===== config.mk =====
export PLATFORM = sky130hd
export DESIGN_NAME = debug_scan_controller
export DESIGN_NICKNAME = d
export VERILOG_FILES = /design/src/rtl/debug_pkg.sv /design/src/rtl/debug_out_skid.sv /design/src/rtl/debug_scan_controller.sv
export SDC_FILE = /design/constraint.sdc
export NUM_CORES = 1
export LEC_CHECK = 0
export ABC_CLOCK_PERIOD_IN_PS = 1900
export BUFFER_PORTS_ARGS = -buffer_cell sky130_fd_sc_hd__buf_2
export CORE_ASPECT_RATIO = 0.75
export CORE_MARGIN = 2
export CORE_UTILIZATION = 50
export DETAILED_ROUTE_END_ITERATION = 6
export PLACE_DENSITY = 0.88
export REMOVE_ABC_BUFFERS = 1
export SETUP_SLACK_MARGIN = 0.3
export SYNTH_ARGS = -nofsm -noshare
export SYNTH_HDL_FRONTEND = slang
export SYNTH_SLANG_ARGS = --single-unit

===== constraint.sdc =====
create_clock -name clk -period 1.9 [get_ports clk]
set_input_delay 0.095 -clock clk [delete_from_list [all_inputs] [get_ports clk]]
set_output_delay 0.095 -clock clk [all_outputs]
set_load 0.03 [all_outputs]

===== src/rtl/debug_pkg.sv =====
// Shared types and constants for the debug scan controller and its output register.
// DEBUG_SCAN_CHECKSUM_EN adds the CHECK state used for the per-sweep XOR word.
package debug_pkg;

  localparam int DEBUG_SEL_W = 8;
  localparam int SPIKE_SLOT  = 10;
  localparam logic [7:0] CHECKSUM_IDX = 8'hFF;

  typedef logic [2:0] scan_state_t;

  localparam scan_state_t ST_IDLE    = 3'd0;
  localparam scan_state_t ST_SET     = 3'd1;
  localparam scan_state_t ST_SETTLE  = 3'd2;
  localparam scan_state_t ST_CAPTURE = 3'd3;
`ifdef DEBUG_SCAN_CHECKSUM_EN
  localparam scan_state_t ST_CHECK   = 3'd4;
`endif

endpackage


===== src/rtl/debug_out_skid.sv =====
// Single-entry output register: holds data/idx/last stable while valid is high
// and the consumer stalls; a flush drops the entry immediately.
module debug_out_skid
  import debug_pkg::*;
#(
  parameter int DATA_W = DEBUG_SEL_W
) (
  input  logic              clk,
  input  logic              rst_n,
  input  logic              load,
  input  logic              flush,
  input  logic [DATA_W-1:0] load_data,
  input  logic [DATA_W-1:0] load_idx,
  input  logic              load_last,
  input  logic              out_ready,
  output logic              out_valid,
  output logic [DATA_W-1:0] out_data,
  output logic [DATA_W-1:0] out_idx,
  output logic              out_last
);

  logic              valid_d, valid_q;
  logic [DATA_W-1:0] data_d, data_q;
  logic [DATA_W-1:0] idx_d, idx_q;
  logic              last_d, last_q;

  // A load on the transfer cycle keeps valid high for back-to-back words.
  always_comb begin
    valid_d = valid_q;
    data_d  = data_q;
    idx_d   = idx_q;
    last_d  = last_q;
    if (flush) begin
      valid_d = 1'b0;
      data_d  = '0;
      idx_d   = '0;
      last_d  = 1'b0;
    end else if (load) begin
      valid_d = 1'b1;
      data_d  = load_data;
      idx_d   = load_idx;
      last_d  = load_last;
    end else if (valid_q && out_ready) begin
      valid_d = 1'b0;
    end else begin
      valid_d = valid_q;
    end
  end

  always_ff @(posedge clk or negedge rst_n) begin
    if (!rst_n) begin
      valid_q <= 1'b0;
      data_q  <= '0;
      idx_q   <= '0;
      last_q  <= 1'b0;
    end else begin
      valid_q <= valid_d;
      data_q  <= data_d;
      idx_q   <= idx_d;
      last_q  <= last_d;
    end
  end

  assign out_valid = valid_q;
  assign out_data  = data_q;
  assign out_idx   = idx_q;
  assign out_last  = last_q;

endmodule


===== src/rtl/debug_scan_controller.sv =====
// Sweeps the SNN debug mux slots, waits out the mux pipeline and streams samples out.
// Define DEBUG_SCAN_CHECKSUM_EN to append an XOR checksum word to every full sweep.
module debug_scan_controller
  import debug_pkg::*;
#(
  parameter int NUM_MP        = SPIKE_SLOT,
  parameter int DATA_W        = DEBUG_SEL_W,
  parameter int SETTLE_CYCLES = 2
) (
  input  logic              clk,
  input  logic              rst_n,
  input  logic              start,
  input  logic              abort,
  input  logic              single_mode,
  input  logic [DATA_W-1:0] single_sel,
  input  logic              continuous,
  output logic              cfg_en,
  output logic [DATA_W-1:0] cfg_out,
  input  logic [DATA_W-1:0] debug_select_in,
  output logic [DATA_W-1:0] out_data,
  output logic [DATA_W-1:0] out_idx,
  output logic              out_valid,
  input  logic              out_ready,
  output logic              out_last,
  output logic              busy,
  output logic [DATA_W-1:0] sweep_cnt
);

  localparam int CNT_W = (SETTLE_CYCLES > 1) ? $clog2(SETTLE_CYCLES) : 1;

  scan_state_t       state_d, state_q;
  logic [DATA_W-1:0] idx_d, idx_q;
  logic [CNT_W-1:0]  cnt_d, cnt_q;
  logic              single_d, single_q;
  logic [DATA_W-1:0] sweep_cnt_d, sweep_cnt_q;
  logic              cfg_en_d, cfg_en_q;
  logic [DATA_W-1:0] cfg_out_d, cfg_out_q;
  logic              busy_d, busy_q;
`ifdef DEBUG_SCAN_CHECKSUM_EN
  logic [DATA_W-1:0] acc_d, acc_q;
`endif

  logic              load_s;
  logic              flush_s;
  logic [DATA_W-1:0] load_data_s;
  logic [DATA_W-1:0] load_idx_s;
  logic              load_last_s;
  logic              xfer_s;
  logic              is_spike_s;
  logic              end_sweep_s;

  assign xfer_s     = out_valid & out_ready;
  assign is_spike_s = (idx_q == DATA_W'(NUM_MP));

  // Next-state logic; abort overrides everything including a completing transfer.
  always_comb begin
    state_d     = state_q;
    idx_d       = idx_q;
    cnt_d       = cnt_q;
    single_d    = single_q;
    sweep_cnt_d = sweep_cnt_q;
`ifdef DEBUG_SCAN_CHECKSUM_EN
    acc_d       = acc_q;
    load_last_s = single_q;
`else
    load_last_s = single_q | is_spike_s;
`endif
    load_s      = 1'b0;
    flush_s     = 1'b0;
    load_data_s = debug_select_in;
    load_idx_s  = idx_q;
    end_sweep_s = 1'b0;

    if (abort) begin
      state_d = ST_IDLE;
      flush_s = 1'b1;
    end else begin
      case (state_q)
        ST_IDLE: begin
          if (start) begin
            single_d = single_mode;
            idx_d    = single_mode ? single_sel : '0;
            state_d  = ST_SET;
`ifdef DEBUG_SCAN_CHECKSUM_EN
            acc_d    = '0;
`endif
          end else begin
            state_d = ST_IDLE;
          end
        end
        ST_SET: begin
          cnt_d   = CNT_W'(SETTLE_CYCLES - 1);
          state_d = ST_SETTLE;
        end
        ST_SETTLE: begin
          if (cnt_q == '0) begin
            load_s  = 1'b1;
            state_d = ST_CAPTURE;
`ifdef DEBUG_SCAN_CHECKSUM_EN
            acc_d   = acc_q ^ debug_select_in;
`endif
          end else begin
            cnt_d = cnt_q - CNT_W'(1);
          end
        end
        ST_CAPTURE: begin
          if (xfer_s) begin
`ifdef DEBUG_SCAN_CHECKSUM_EN
            if (!single_q && is_spike_s) begin
              load_s      = 1'b1;
              load_data_s = acc_q;
              load_idx_s  = DATA_W'(CHECKSUM_IDX);
              load_last_s = 1'b1;
              state_d     = ST_CHECK;
            end else
`endif
            if (!out_last) begin
              idx_d   = idx_q + DATA_W'(1);
              state_d = ST_SET;
            end else begin
              end_sweep_s = 1'b1;
            end
          end else begin
            state_d = ST_CAPTURE;
          end
        end
`ifdef DEBUG_SCAN_CHECKSUM_EN
        ST_CHECK: begin
          if (xfer_s) begin
            end_sweep_s = 1'b1;
          end else begin
            state_d = ST_CHECK;
          end
        end
`endif
        default: begin
          state_d = ST_IDLE;
          flush_s = 1'b1;
        end
      endcase

      if (end_sweep_s) begin
        sweep_cnt_d = sweep_cnt_q + DATA_W'(1);
        if (continuous && !single_q) begin
          idx_d   = '0;
          state_d = ST_SET;
`ifdef DEBUG_SCAN_CHECKSUM_EN
          acc_d   = '0;
`endif
        end else begin
          state_d = ST_IDLE;
        end
      end else begin
        sweep_cnt_d = sweep_cnt_q;
      end
    end
  end

  // Config strobe and busy are registered from the next state so they align with SET.
  always_comb begin
    cfg_en_d = (state_d == ST_SET);
    busy_d   = (state_d != ST_IDLE);
    if (state_d == ST_SET) begin
      cfg_out_d = idx_d;
    end else begin
      cfg_out_d = cfg_out_q;
    end
  end

  always_ff @(posedge clk or negedge rst_n) begin
    if (!rst_n) begin
      state_q     <= ST_IDLE;
      idx_q       <= '0;
      cnt_q       <= '0;
      single_q    <= 1'b0;
      sweep_cnt_q <= '0;
      cfg_en_q    <= 1'b0;
      cfg_out_q   <= '0;
      busy_q      <= 1'b0;
`ifdef DEBUG_SCAN_CHECKSUM_EN
      acc_q       <= '0;
`endif
    end else begin
      state_q     <= state_d;
      idx_q       <= idx_d;
      cnt_q       <= cnt_d;
      single_q    <= single_d;
      sweep_cnt_q <= sweep_cnt_d;
      cfg_en_q    <= cfg_en_d;
      cfg_out_q   <= cfg_out_d;
      busy_q      <= busy_d;
`ifdef DEBUG_SCAN_CHECKSUM_EN
      acc_q       <= acc_d;
`endif
    end
  end

  debug_out_skid #(
    .DATA_W (DATA_W)
  ) u_out_skid (
    .clk       (clk),
    .rst_n     (rst_n),
    .load      (load_s),
    .flush     (flush_s),
    .load_data (load_data_s),
    .load_idx  (load_idx_s),
    .load_last (load_last_s),
    .out_ready (out_ready),
    .out_valid (out_valid),
    .out_data  (out_data),
    .out_idx   (out_idx),
    .out_last  (out_last)
  );

  assign cfg_en    = cfg_en_q;
  assign cfg_out   = cfg_out_q;
  assign busy      = busy_q;
  assign sweep_cnt = sweep_cnt_q;

endmodule


# After elaboration in Yosys (flattened, before gate mapping)
# Cells that the tools add are included.
totals:
  register_bits: 49
  inputBits: 23
  output_inout_bits: 36
  word_cells: 71
op_classes:
  add_sub_neg: 3
  n_eq_ne: 5
  n_mux: 36
  bitwise: 3
  reduce_logical: 12
op_table:
  columns: ["operator", "n"]
  rows:
  - ["8-bit 2-to-1 mux", 11]
  - ["1-bit 2-to-1 mux", 17]
  - ["8-bit by 1-bit adder with 8-bit output, second input constant", 2]
  - ["8-bit one-hot mux with 2 select lines", 1]
  - ["3-bit 2-to-1 mux", 5]
  - ["3-bit one-hot mux with 4 select lines", 1]
  - ["8-bit by 4-bit equality test with 1-bit output, second input constant", 1]
  - ["3-bit by 1-bit equality test with 1-bit output, second input constant", 2]
  - ["3-bit by 2-bit equality test with 1-bit output, second input constant", 2]
  - ["3-bit nonzero test", 2]
  - ["2-bit AND reduction", 2]
  - ["2-bit nonzero test", 2]
  - ["4-bit OR reduction", 1]
  - ["3-bit logical NOT", 1]
  - ["3-bit AND reduction", 1]
  - ["1-bit logical AND", 2]
  - ["1-bit one-hot mux with 2 select lines", 1]
  - ["1-bit bitwise AND", 1]
  - ["1-bit logical NOT", 1]
  - ["1-bit inverter", 1]
  - ["1-bit OR", 1]
  - ["1-bit subtractor, second input constant", 1]

# Longest topological paths before layout
# Gate-level depths: netlist of run 1.
logic_depth:
  word_depth: 7
  ltp_mapped: 7
  ltp_nobuf: 6

# Modules after synthesis
# Synthesis of run 1 repeated with hierarchy kept, for this count alone.
unflattened:
  cells_unflattened: 213
  hier_area_um2: 2346.0
modules_own_cells:
  columns: ["mod", "instances", "cells_per_inst", "area_each_um2", "seq_area_each_um2"]
  rows:
  - ["debug_scan_controller", 1, 154, 1605.3, 775.7]
  - ["debug_out_skid", 1, 59, 740.7, 450.4]

# Worst setup path after synthesis of run 1
# No wires, ideal clock.
synth_path:
  path_type: "register to register"
  startpoint: "reg u_out_skid.last_q, in the netlist u_out_skid.out_last"
  endpoint: "reg cfg_out_q[7], in the netlist cfg_out[7]"
  setup_ns: 0.125
  t_arrival_ns: 1.628
  t_required_ns: 1.775
  path_slack_ns: 0.147
  path_stages_with_launch: 7
  n_path_buf: 2
  synth_period_minus_slack_ns: 1.753
  path_cell_list: "dfrtp_1 and3b_1 buf_2 o31ai_1 buf_2 mux2i_1 o21ai_1"
synth_via:
  elab_chain_len: 7
  word_cells_on_any_way: 16
  cone_classes: "eq/ne: 1; mux: 15"
synth_rtl:
  columns: ["element", "line_no", "source"]
  rows:
  - ["from (decl)", "debug_out_skid.sv:25", "logic last_d, last_q;"]
  - ["from (signal assigned)", "debug_out_skid.sv:60", "last_q <= last_d;"]
  - ["1-bit 2-to-1 mux", "debug_scan_controller.sv:117", "if (!out_last) begin"]
  - ["1-bit 2-to-1 mux", "debug_scan_controller.sv:107", "if (xfer_s) begin"]
  - ["1-bit 2-to-1 mux", "debug_scan_controller.sv:78", "case (state_q)"]
  - ["1-bit 2-to-1 mux", "debug_scan_controller.sv:74", "if (abort) begin"]
  - ["3-bit 2-to-1 mux", "debug_scan_controller.sv:142", "if (end_sweep_s) begin"]
  - ["3-bit 2-to-1 mux", "debug_scan_controller.sv:74", null]
  - ["3-bit by 1-bit equality test with 1-bit output", "debug_scan_controller.sv:163", "if (state_d == ST_SET) begin"]
  - ["to (signal assigned)", "debug_scan_controller.sv:190", "cfg_out_q <= cfg_out_d;"]
  - ["to (decl)", "debug_scan_controller.sv:37", "logic [DATA_W-1:0] cfg_out_d, cfg_out_q;"]
# Parallel ways exist; a longest one is shown, timed or not. The select of a mux whose other input is x is not followed.
# A chain may end at the register's enable or synchronous reset.

# Final worst setup path of run 1
layout_path:
  startpoint: "reg state_q[1]"
  endpoint: "reg idx_q[2]"
layout_via:
  elab_chain_len: 5
  word_cells_on_any_way: 8
  cone_classes: "eq/ne: 1; mux: 6; reduce/logical: 1"
layout_rtl:
  columns: ["element", "line_no", "source"]
  rows:
  - ["from (decl)", "debug_scan_controller.sv:31", "scan_state_t state_d, state_q;"]
  - ["from (signal assigned)", "debug_scan_controller.sv:184", "state_q <= state_d;"]
  - ["3-bit by 2-bit equality test with 1-bit output / 3-bit logical NOT (equally long branches)", "debug_scan_controller.sv:78", null]
  - ["8-bit one-hot mux with 2 select lines / 1-bit 2-to-1 mux (equally long branches)", "debug_scan_controller.sv:78", null]
  - ["8-bit 2-to-1 mux / 1-bit 2-to-1 mux (equally long branches)", "debug_scan_controller.sv:144, debug_scan_controller.sv:74", null]
  - ["8-bit 2-to-1 mux (*)", "debug_scan_controller.sv:142", null]
  - ["8-bit 2-to-1 mux (*)", "debug_scan_controller.sv:74", null]
  - ["named net idx_d[2]", "debug_scan_controller.sv:32", "logic [DATA_W-1:0] idx_d, idx_q;"]
  - ["to (signal assigned)", "debug_scan_controller.sv:185", "idx_q <= idx_d;"]
  - ["to (decl)", "debug_scan_controller.sv:32", null]
# The timed path passes the listed nets; every way through them passes the cells marked *. The select of a mux whose other input is x is not followed.

==> results.ini, run 1 <==
[run_status]
outcome = complete, no violations

[critical_path]
r2r-start = state_q[1]
cp.required_ns = 2.12
cp_data_arrival_time_ns = 1.98
endpoint_kind = flop
r2r_end = idx_q[2]
path_depth = 7
crit_chain = or3b_4 -> buf_6 -> nor3b_4 -> buf_12 -> nand2_2 -> o311a_1 -> o21ai_1
crit_slowest_cell = or3b_4
start_kind = flop
startpoint = state_q[1]
rrSetupSlack_ns = 0.14
crit_family = simple AND/OR/NAND/NOR gates
cp-endpoint = idx_q[2]
worst-r2r-cell-count = 7
crit_buf_inv = 2
crit_type = reg2reg
cp_max_fo = 8
max_stage_delay_ns = 0.44

[pwr]
ir_worst_vdd_mv = 0.396
seqPwrFrac_pct = 51.1
clkPwrFrac_pct = 32.5
internal-power_mw = 1.69
p_per_area_mw_per_mm2 = 758
p_sw_share_pct = 27.1
power_frac_comb_pct = 16.4
p_switching_mw = 0.628
leakagePower_nw = 1.53

[synthesis]
ys_async_sr_fraction_pct = 100
synth.distinct_cells = 49
synth_area_leaders = dfrtp_1 (52%), nand2_1 (9.3%), a21oi_1 (5.8%)
synth-main-ff-cell = dfrtp_1
yosysTopAreaCell = dfrtp_1
yosysTopAreaCellShare_pct = 52.3
ys_ff_latch = 49
syn_area_mm2 = 0.00234
synth_most_common_cell = nand2_1
avgSynthCellArea_um2 = 9.53
synth_common_cells = nand2_1 (58), dfrtp_1 (49), a21oi_1 (27), o21ai_0 (10), o21ai_1 (10)
synthCells = 246
yosysWarnings = 0
yosysSeqAreaShare_pct = 52.3
synth_edf_count = 0

[cts]
root_buffer = clkbuf_8
numCtsBuffers = 5
cts_tree = done
clock_path_buffers = 2
cts_htree_levels = 2
clock_latency_ns = 0.30
clock-sinks = 49
clkTransAtPathRegs_ns = 0.09

[global_route]
antenna_found_initial = 0
first_global_vias = 1972
grt_max_degree = 50
grt_remaining_overflow = 0
grt_pass1_wl_um = 9500
grtUsageTotal_pct = 22.3

[routing]
drcViolationCount = 0
drtIter0Drc = 213
vias_per_cell = 5.66
ant_nets = 0
first_pass_iters = 4
wire_per_inst_um = 15.5
drt_wl_total_um = 5840
num_vias = 2133

[placed_design]
placed_area_mm2 = 0.00272
gp_congestion = 0.902
dp_hpwl_um = 3710
io_buffers = 58

[floorplanning]
die-height_um = 63.3
die-area_mm2 = 0.00526
die_x_um = 83.1
core_area_mm2 = 0.00449
start_util_pct = 52.2
fp-row-count = 21
io_pins = 59

[timing]
slew_headroom_pct = 59.9
setup_violations = 0
fin_skew_ns = 0.00583
fin_tns_setup_ns = 0
period_share_pct = 92.8
final_max_slew_viol_count = 0
worstMarginPinSlew_ns = 0.601
max_freq_mhz = 567
rsz0062_at_grt = true
final_hold_viol_count = 0
min_period_ns = 1.76

[layout]
fillers = 345
design_area_mm2 = 0.00306
drive_gt1_share_pct = 37.2
nets = 345
diodes = 0
syn2layout_area_growth_pct = 30.6

[worst_hold_path]
hp-start = debug_select_in[4]
hp-class = in2reg

[run]
maxCapViolations = 0

[cell type report]
type | instances | area, um^2 | area share [%]
Timing Repair Buffer | 80 | 478 | 15.6
Multi-Input combinational cell | 180 | 1150 | 37.7
Tap cell | 57 | 71.3 | 2.33
Clock buffer | 7 | 86.3 | 2.82
Inverter | 3 | 11.3 | 0.368
Sequential cell | 49 | 1230 | 40.2
Clock inverter | 1 | 30.0 | 0.981
[placed cells by master, fill, tap and decap left out, types with 4 or more instances in the layout]
cell type	n
a22o_1	4
nand2_1	56
nor2_1	9
nand4_1	4
buf_2	58
xnor2_1	4
clkbuf_8	6
o21ai_0	8
a21oi_1	25
dfrtp_1	46
o21ai_1	6
and3_1	4
o21ai_2	6
buf_4	18
[tightest hold or removal path, stage by stage]
cell,delay (ns)
buf_2,0.09
nand2_1,0.04
a21oi_1,0.05
[flip-flops by register name, indices dropped and copies added (netlist names)]
register / flops
u_out_skid.out_valid: 1
state_q: 3
u_out_skid.out_data: 8
busy: 1
sweep_cnt: 8
idx_q: 8
single_q: 1
cnt_q: 1
u_out_skid.out_last: 1
u_out_skid.out_idx: 8
cfg_en: 1
cfg_out: 8
[cells by family after synthesis]
logic type               after synthesis  share of synthesized area [%]
AO/OA/AOI/OAI                         70                           18.7
XOR/XNOR                               7                           2.62
adder cells (fa/ha/maj)                3                           1.60
buffers and inverters                 17                           3.10
flip-flops                            49                           52.3
multiplexers                           2                          0.908
other                                  1                          0.160
AND/OR/NAND/NOR                       97                           20.6
[power groups by stage]
stage | registers [mW] | logic [mW] | clock network (mW)
after floorplan | 1.24 | 0.139 | 0
after global placement | 1.20 | 0.322 | 0
after detailed placement | 1.20 | 0.329 | 0
after CTS | 1.18 | 0.347 | 0.768
after global routing | 1.20 | 0.411 | 0.823
final | 1.19 | 0.381 | 0.754
[metrics by stage]
step	worst slack [ns]	power, mW	utilization [%]	cells	hold WS, ns
floorplan	-0.219	1.38	-	232	-0.201
global placement	0.147	1.52	60.5	357	0.225
detailed placement	0.0704	1.53	60.5	357	0.230
CTS	0.199	2.30	65.8	372	0.0171
global route	0.0927	2.43	68.1	377	0.00990
finish	0.137	2.32	68.1	377	0.0173
[timing repair]
action / in CTS / in global routing
gates resized for setup: 14 / 16
setup buffers: 6 / 4
gates cloned: 0 / 1
pin swaps: 15 / 20
endpoints found under the hold margin: 49 / 0
setup endpoints to repair: 18 / 20
hold buffers: 1 / 0
[worst min-delay path by stage]
stage          slack, ns  cells past startpoint                     end
3_3_place_gp        0.22                      2                  cfg_en
6_report            0.02                      3  u_out_skid.out_data[4]
5_1_grt             0.01                      3  u_out_skid.out_data[3]
2_1_floorplan      -0.20                      0                    busy
4_1_cts             0.02                      3  u_out_skid.out_data[7]
3_5_place_dp        0.23                      2                  cfg_en
[routing by layer]
layer | GRT usage (%) | part of all wire, %
met1 | 30.9 | 45
met2 | 34.8 | 47
met3 | 4.85 | 6.5
met4 | 8.20 | 1.3
met5 | 0 | 0
Note: power is estimated with default switching activity, not from simulation.
==> run 2, diff against run 1 <==
--- a/config.mk
+++ b/config.mk
@@ -11,6 +11,7 @@
 export CORE_MARGIN = 2
 export CORE_UTILIZATION = 50
 export DETAILED_ROUTE_END_ITERATION = 6
+export HOLD_SLACK_MARGIN = 0.06
 export PLACE_DENSITY = 0.88
 export REMOVE_ABC_BUFFERS = 1
 export SETUP_SLACK_MARGIN = 0.3
==> run 2 against run 1 <==
  * Flip-flop and latch count unchanged
  * Sequential power about the same
  * Cell count increased by 2.9%
  * Routed wire length increased by 8.2%
  * First-iteration DRC count increased by 33%
  * Worst hold slack improved by 0.077 ns
  * Via count increased by 4.1%
  * Clock skew about the same
  * Global-route usage increased by 0.66 points
==> results.ini, run 2 (synthesis gave the netlist of run 1 again) <==
[placed_design]
placed_area_mm2 = 0.00272  ; unchanged
placed_cells = 357  ; unchanged
dp_hpwl_um = 3710  ; unchanged
gp_congestion = 0.902  ; unchanged
pre_cts_slack_ns = 0.0704  ; unchanged
io_buffers = 58  ; unchanged

[timing]
max_freq_mhz = 562  ; -0.92%
holdWs_ns = 0.0945  ; +0.0772 ns
slew_headroom_pct = 59.6  ; -0.35 points
period_share_pct = 93.6  ; +0.86 points
setup_slack_ns = 0.121  ; -0.0164 ns
worstMarginPinSlew_ns = 0.606  ; +0.00523 ns
fin_skew_ns = 0.00596  ; +0.000133 ns
final_hold_viol_count = 0  ; unchanged
final_max_slew_viol_count = 0  ; unchanged
setup_violations = 0  ; unchanged
rsz0062_at_grt = true
min_period_ns = 1.78  ; +0.0164 ns
fin_tns_setup_ns = 0  ; unchanged

[critical_path]
crit_family = simple AND/OR/NAND/NOR gates
worst-r2r-cell-count = 6  ; -1
start_kind = flop
cp_data_arrival_time_ns = 2.00  ; +0.02 ns
path_depth = 6  ; -1
crit_buf_inv = 1  ; -1
crit_type = reg2reg
crit_slowest_cell = or3b_4
cp_max_fo = 6  ; -2
cp.required_ns = 2.12  ; about the same
endpoint_kind = flop
crit_chain = or3b_4 -> a21oi_4 -> o31ai_4 -> buf_6 -> or2_4 -> o21ai_2
max_stage_delay_ns = 0.46  ; +0.02 ns

[layout]
seq_area_mm2 = 0.00123  ; +0.10%
fillers = 325  ; -5.8%
layout_common_cells = buf_2 (59), nand2_1 (57), dfrtp_1 (45), a21oi_1 (25), buf_4 (20)
final_cells = 388  ; +2.9%
design_area_mm2 = 0.00319  ; +4.3%
diodes = 0  ; unchanged
multi_input_area_mm2 = 0.00119  ; +2.7%
final_common_cell = buf_2
syn2layout_area_growth_pct = 36.3
nets = 356  ; +3.2%
drive_gt1_share_pct = 36.9  ; -0.33 points
utilization_pct = 71.1  ; +2.9 points

[routing]
num_vias = 2221  ; +4.1%
first_pass_iters = 5  ; +1
drt_wl_total_um = 6320  ; +8.2%
wire_per_inst_um = 16.3  ; +5.1%
drcViolationCount = 0  ; unchanged
drtIter0Drc = 283  ; +33%
ant_nets = 0  ; unchanged
vias_per_cell = 5.72  ; +1.2%

[pwr]
p_per_area_mw_per_mm2 = 736  ; -3.0%
internal-power_mw = 1.71  ; +0.68%
power_frac_comb_pct = 17.1  ; +0.7 points
seqPwrFrac_pct = 50.8  ; -0.3 points
ir_worst_vdd_mv = 0.495  ; +25%
p_sw_share_pct = 27.4  ; +0.35 points
leakagePower_nw = 1.58  ; +3.2%
clkPwrFrac_pct = 32.1  ; -0.4 points
p_switching_mw = 0.644  ; +2.5%
p_total_mw = 2.35  ; +1.2%

[cts]
clock_latency_ns = 0.30  ; about the same
clkTransAtPathRegs_ns = 0.08  ; about the same
clock_path_buffers = 2  ; unchanged
cts_tree = done
clock-sinks = 49  ; unchanged
root_buffer = clkbuf_8
numCtsBuffers = 5  ; unchanged
cts_htree_levels = 2  ; unchanged

[global_route]
grt_pass1_wl_um = 9720  ; +2.3%
grt_max_degree = 50  ; unchanged
grt_remaining_overflow = 0  ; unchanged
first_global_vias = 2068  ; +4.9%
grtUsageTotal_pct = 22.9  ; +0.66 points
antenna_found_initial = 0  ; unchanged

[worst_hold_path]
whs_path_depth = 3  ; unchanged
hp-class = in2reg

[floorplanning]
die_x_um = 83.1  ; unchanged
start_util_pct = 52.2  ; unchanged
core_area_mm2 = 0.00449  ; unchanged
die-area_mm2 = 0.00526  ; unchanged
io_pins = 59  ; unchanged
die-height_um = 63.3  ; unchanged
fp-row-count = 21  ; unchanged

[run]
maxCapViolations = 0  ; unchanged

[run_status]
outcome = complete, no violations

[run 2: final cells by class]
class,count,share of cell area (%)
Sequential cell,49,38.6
Clock inverter,1,0.940
Timing Repair Buffer,91,18.1
Inverter,3,0.353
Clock buffer,7,2.70
Tap cell,57,2.23
Multi-Input combinational cell,180,37.1
[run 2: worst min-delay path, stage by stage]
cell	delay (ns)
buf_2	0.09
a211oi_2	0.06
o21ai_1	0.11
[run 2: repair_timing]
item,in CTS,in global routing
endpoints found under the setup margin,18,22
cloned,0,1
gates resized for setup,14,21
setup buffers,6,6
pin swaps,15,16
hold endpoints to repair,58,0
hold buffers,10,0
[run 2: metal layers]
metal / up-vias / GRT usage [%] / wire length [um]
li1: 1026 / - / -
met1: 1074 / 30.5 / 2680
met2: 108 / 36.9 / 3110
met3: 13 / 4.85 / 433
met4: 0 / 9.43 / 100
met5: - / 0 / 0
[run 2: power by group through the flow]
stage,logic [mW],registers [mW],clock network (mW)
finish,0.402,1.19,0.754
CTS,0.361,1.18,0.768
global placement,0.322,1.20,0
detailed placement,0.329,1.20,0
global route,0.430,1.20,0.818
floorplan,0.139,1.24,0
[run 2: final timing paths]
kind	start	end	slack [ns]
min in group asynchronous	rst_n	cfg_en	0.41
hold / removal	single_sel[5]	idx_q[5]	0.09
setup reg to reg	state_q[1]	cfg_out[2]	0.12
max in group asynchronous	rst_n	state_q[2]	1.03
setup / recovery	state_q[1]	cfg_out[2]	0.12
hold reg to reg	sweep_cnt[7]	sweep_cnt[7]	0.48
==> run 3, diff against run 2 <==
--- a/config.mk
+++ b/config.mk
@@ -11,7 +11,7 @@
 export CORE_MARGIN = 2
 export CORE_UTILIZATION = 50
 export DETAILED_ROUTE_END_ITERATION = 6
-export HOLD_SLACK_MARGIN = 0.06
+export HOLD_SLACK_MARGIN = 0.1
 export PLACE_DENSITY = 0.88
 export REMOVE_ABC_BUFFERS = 1
 export SETUP_SLACK_MARGIN = 0.3
==> run 3 against run 2 <==
  * Non-clock buffer count is the same
  * Final area fell by 1.1%
  * Clock power is essentially flat
  * Critical path depth is 1 higher
  * Combinational power fell by 3%
  * Global-route usage increased by 0.43 points
  * Utilization is 0.78 points lower
  * First-iteration DRC count up 14%
  * Setup slack gained 0.030 ns
  * Via count decreased by 2.3%
  * Critical endpoint is now idx_q[2]
  * Largest cell class unchanged
==> results.ini, run 3 (synthesis gave the netlist of run 1 again) <==
[timing]
setup_violations = 0  ; unchanged
fin_tns_setup_ns = 0  ; unchanged
min_period_ns = 1.75  ; -0.0305 ns
final_hold_viol_count = 0  ; unchanged
final_max_slew_viol_count = 0  ; unchanged
fin_skew_ns = 0.00790  ; +0.00194 ns
period_share_pct = 92.0  ; -1.6 points
max_freq_mhz = 572  ; +1.7%
slew_headroom_pct = 59.8  ; +0.19 points
worstMarginPinSlew_ns = 0.603  ; -0.00292 ns
rsz0062_at_grt = true

[placed_design]
gp_congestion = 0.902  ; unchanged
placed_area_mm2 = 0.00272  ; unchanged
dp_hpwl_um = 3710  ; unchanged
io_buffers = 58  ; unchanged

[layout]
layout_common_cells = buf_2 (58), nand2_1 (56), dfrtp_1 (45), a21oi_1 (26), buf_4 (18)
syn2layout_area_growth_pct = 34.8
final_common_cell = buf_2
diodes = 0  ; unchanged
utilization_pct = 70.3  ; -0.78 points
nets = 356  ; unchanged
fillers = 328  ; +0.92%
design_area_mm2 = 0.00316  ; -1.1%
drive_gt1_share_pct = 35.6  ; -1.2 points

[floorplanning]
die-area_mm2 = 0.00526  ; unchanged
start_util_pct = 52.2  ; unchanged
die-height_um = 63.3  ; unchanged
fp-row-count = 21  ; unchanged
core_area_mm2 = 0.00449  ; unchanged
die_x_um = 83.1  ; unchanged
io_pins = 59  ; unchanged

[routing]
ant_nets = 0  ; unchanged
vias_per_cell = 5.59  ; -2.3%
drtIter0Drc = 323  ; +14%
drcViolationCount = 0  ; unchanged
num_vias = 2170  ; -2.3%
first_pass_iters = 4  ; -1
drt_wl_total_um = 5970  ; -5.5%
wire_per_inst_um = 15.4  ; -5.5%

[global_route]
grt_remaining_overflow = 0  ; unchanged
grtUsageTotal_pct = 23.4  ; +0.43 points
grt_max_degree = 50  ; unchanged
first_global_vias = 2081  ; +0.63%
antenna_found_initial = 0  ; unchanged
grt_pass1_wl_um = 9890  ; +1.8%

[pwr]
p_per_area_mw_per_mm2 = 738  ; +0.31%
leakagePower_nw = 1.57  ; -0.53%
p_total_mw = 2.33  ; -0.79%
ir_worst_vdd_mv = 0.400  ; -19%

[cts]
root_buffer = clkbuf_8
clock-sinks = 49  ; unchanged
cts_tree = done
clock_latency_ns = 0.30  ; about the same
numCtsBuffers = 5  ; unchanged
clkTransAtPathRegs_ns = 0.09  ; about the same
cts_htree_levels = 2  ; unchanged
clock_path_buffers = 2  ; unchanged

[run]
maxCapViolations = 0  ; unchanged

[worst_hold_path]
hp-class = in2reg

[critical_path]
cp_data_arrival_time_ns = 1.97  ; -0.03 ns
cp_max_fo = 8  ; +2
endpoint_kind = flop
start_kind = flop
cp.required_ns = 2.12  ; about the same
crit_type = reg2reg

[run_status]
outcome = complete, no violations

## run 3: path summary, 6_finish.rpt
kind                                          to  slack [ns]           from  cells past startpoint
min                                   cfg_out[6]        0.11  single_sel[6]                      3
max in group asynchronous             state_q[2]        1.03          rst_n                      3
max                                     idx_q[2]        0.15     state_q[1]                      7
min reg2reg                         sweep_cnt[7]        0.47   sweep_cnt[7]                      1
max reg2reg                             idx_q[2]        0.15     state_q[1]                      7
min in group asynchronous  u_out_skid.out_idx[7]        0.42          rst_n                      3
## run 3: cell type report
class	count	area, um^2	area share [%]
clock buffer	7	86.3	2.73
clock inverter	1	30.0	0.951
inverter	3	11.3	0.357
multi-input combinational	180	1140	36.1
sequential	49	1230	39.0
tap	57	71.3	2.26
timing repair buffer	91	588	18.6
## run 3: routing by layer
layer  share of wire [%]  global-route usage [%]  vias to the layer above
met1                  44                    31.0                     1045
met4                 1.3                    7.99                        0
met2                  48                    38.7                       90
met3                 6.5                    4.59                       12
li1                    -                       -                     1023
met5                   0                       0                        -
## run 3: critical path, cell delays in order (launching register included)
cell	delay [ns]
dfrtp_1	0.39
or3b_4	0.44
buf_6	0.14
nor3b_4	0.22
buf_12	0.16
nand2_2	0.05
o311a_1	0.14
o21ai_1	0.15
## run 3: per-stage QoR
stage | setup slack [ns] | hold slack (ns) | std cells
2_1_floorplan | -0.219 | -0.201 | 232
3_3_place_gp | 0.147 | 0.225 | 357
3_5_place_dp | 0.0704 | 0.230 | 357
4_1_cts | 0.199 | 0.104 | 383
5_1_grt | 0.0967 | 0.119 | 388
6_report | 0.152 | 0.112 | 388
## run 3: where the power goes
part / internal, mW / switching [mW] / total (mW)
sequential: 1.11 / 0.0830 / 1.19
clock: 0.429 / 0.324 / 0.753
combinational: 0.169 / 0.220 / 0.389
## run 3: timing repair
action                                 in CTS  in global routing
buffers inserted                            6                  4
pin swaps                                  15                 19
gates resized for setup                    14                 14
cloned                                      0                  1
hold buffers                               12                  0
setup endpoints to repair                  18                 32
endpoints found under the hold margin      61                  0
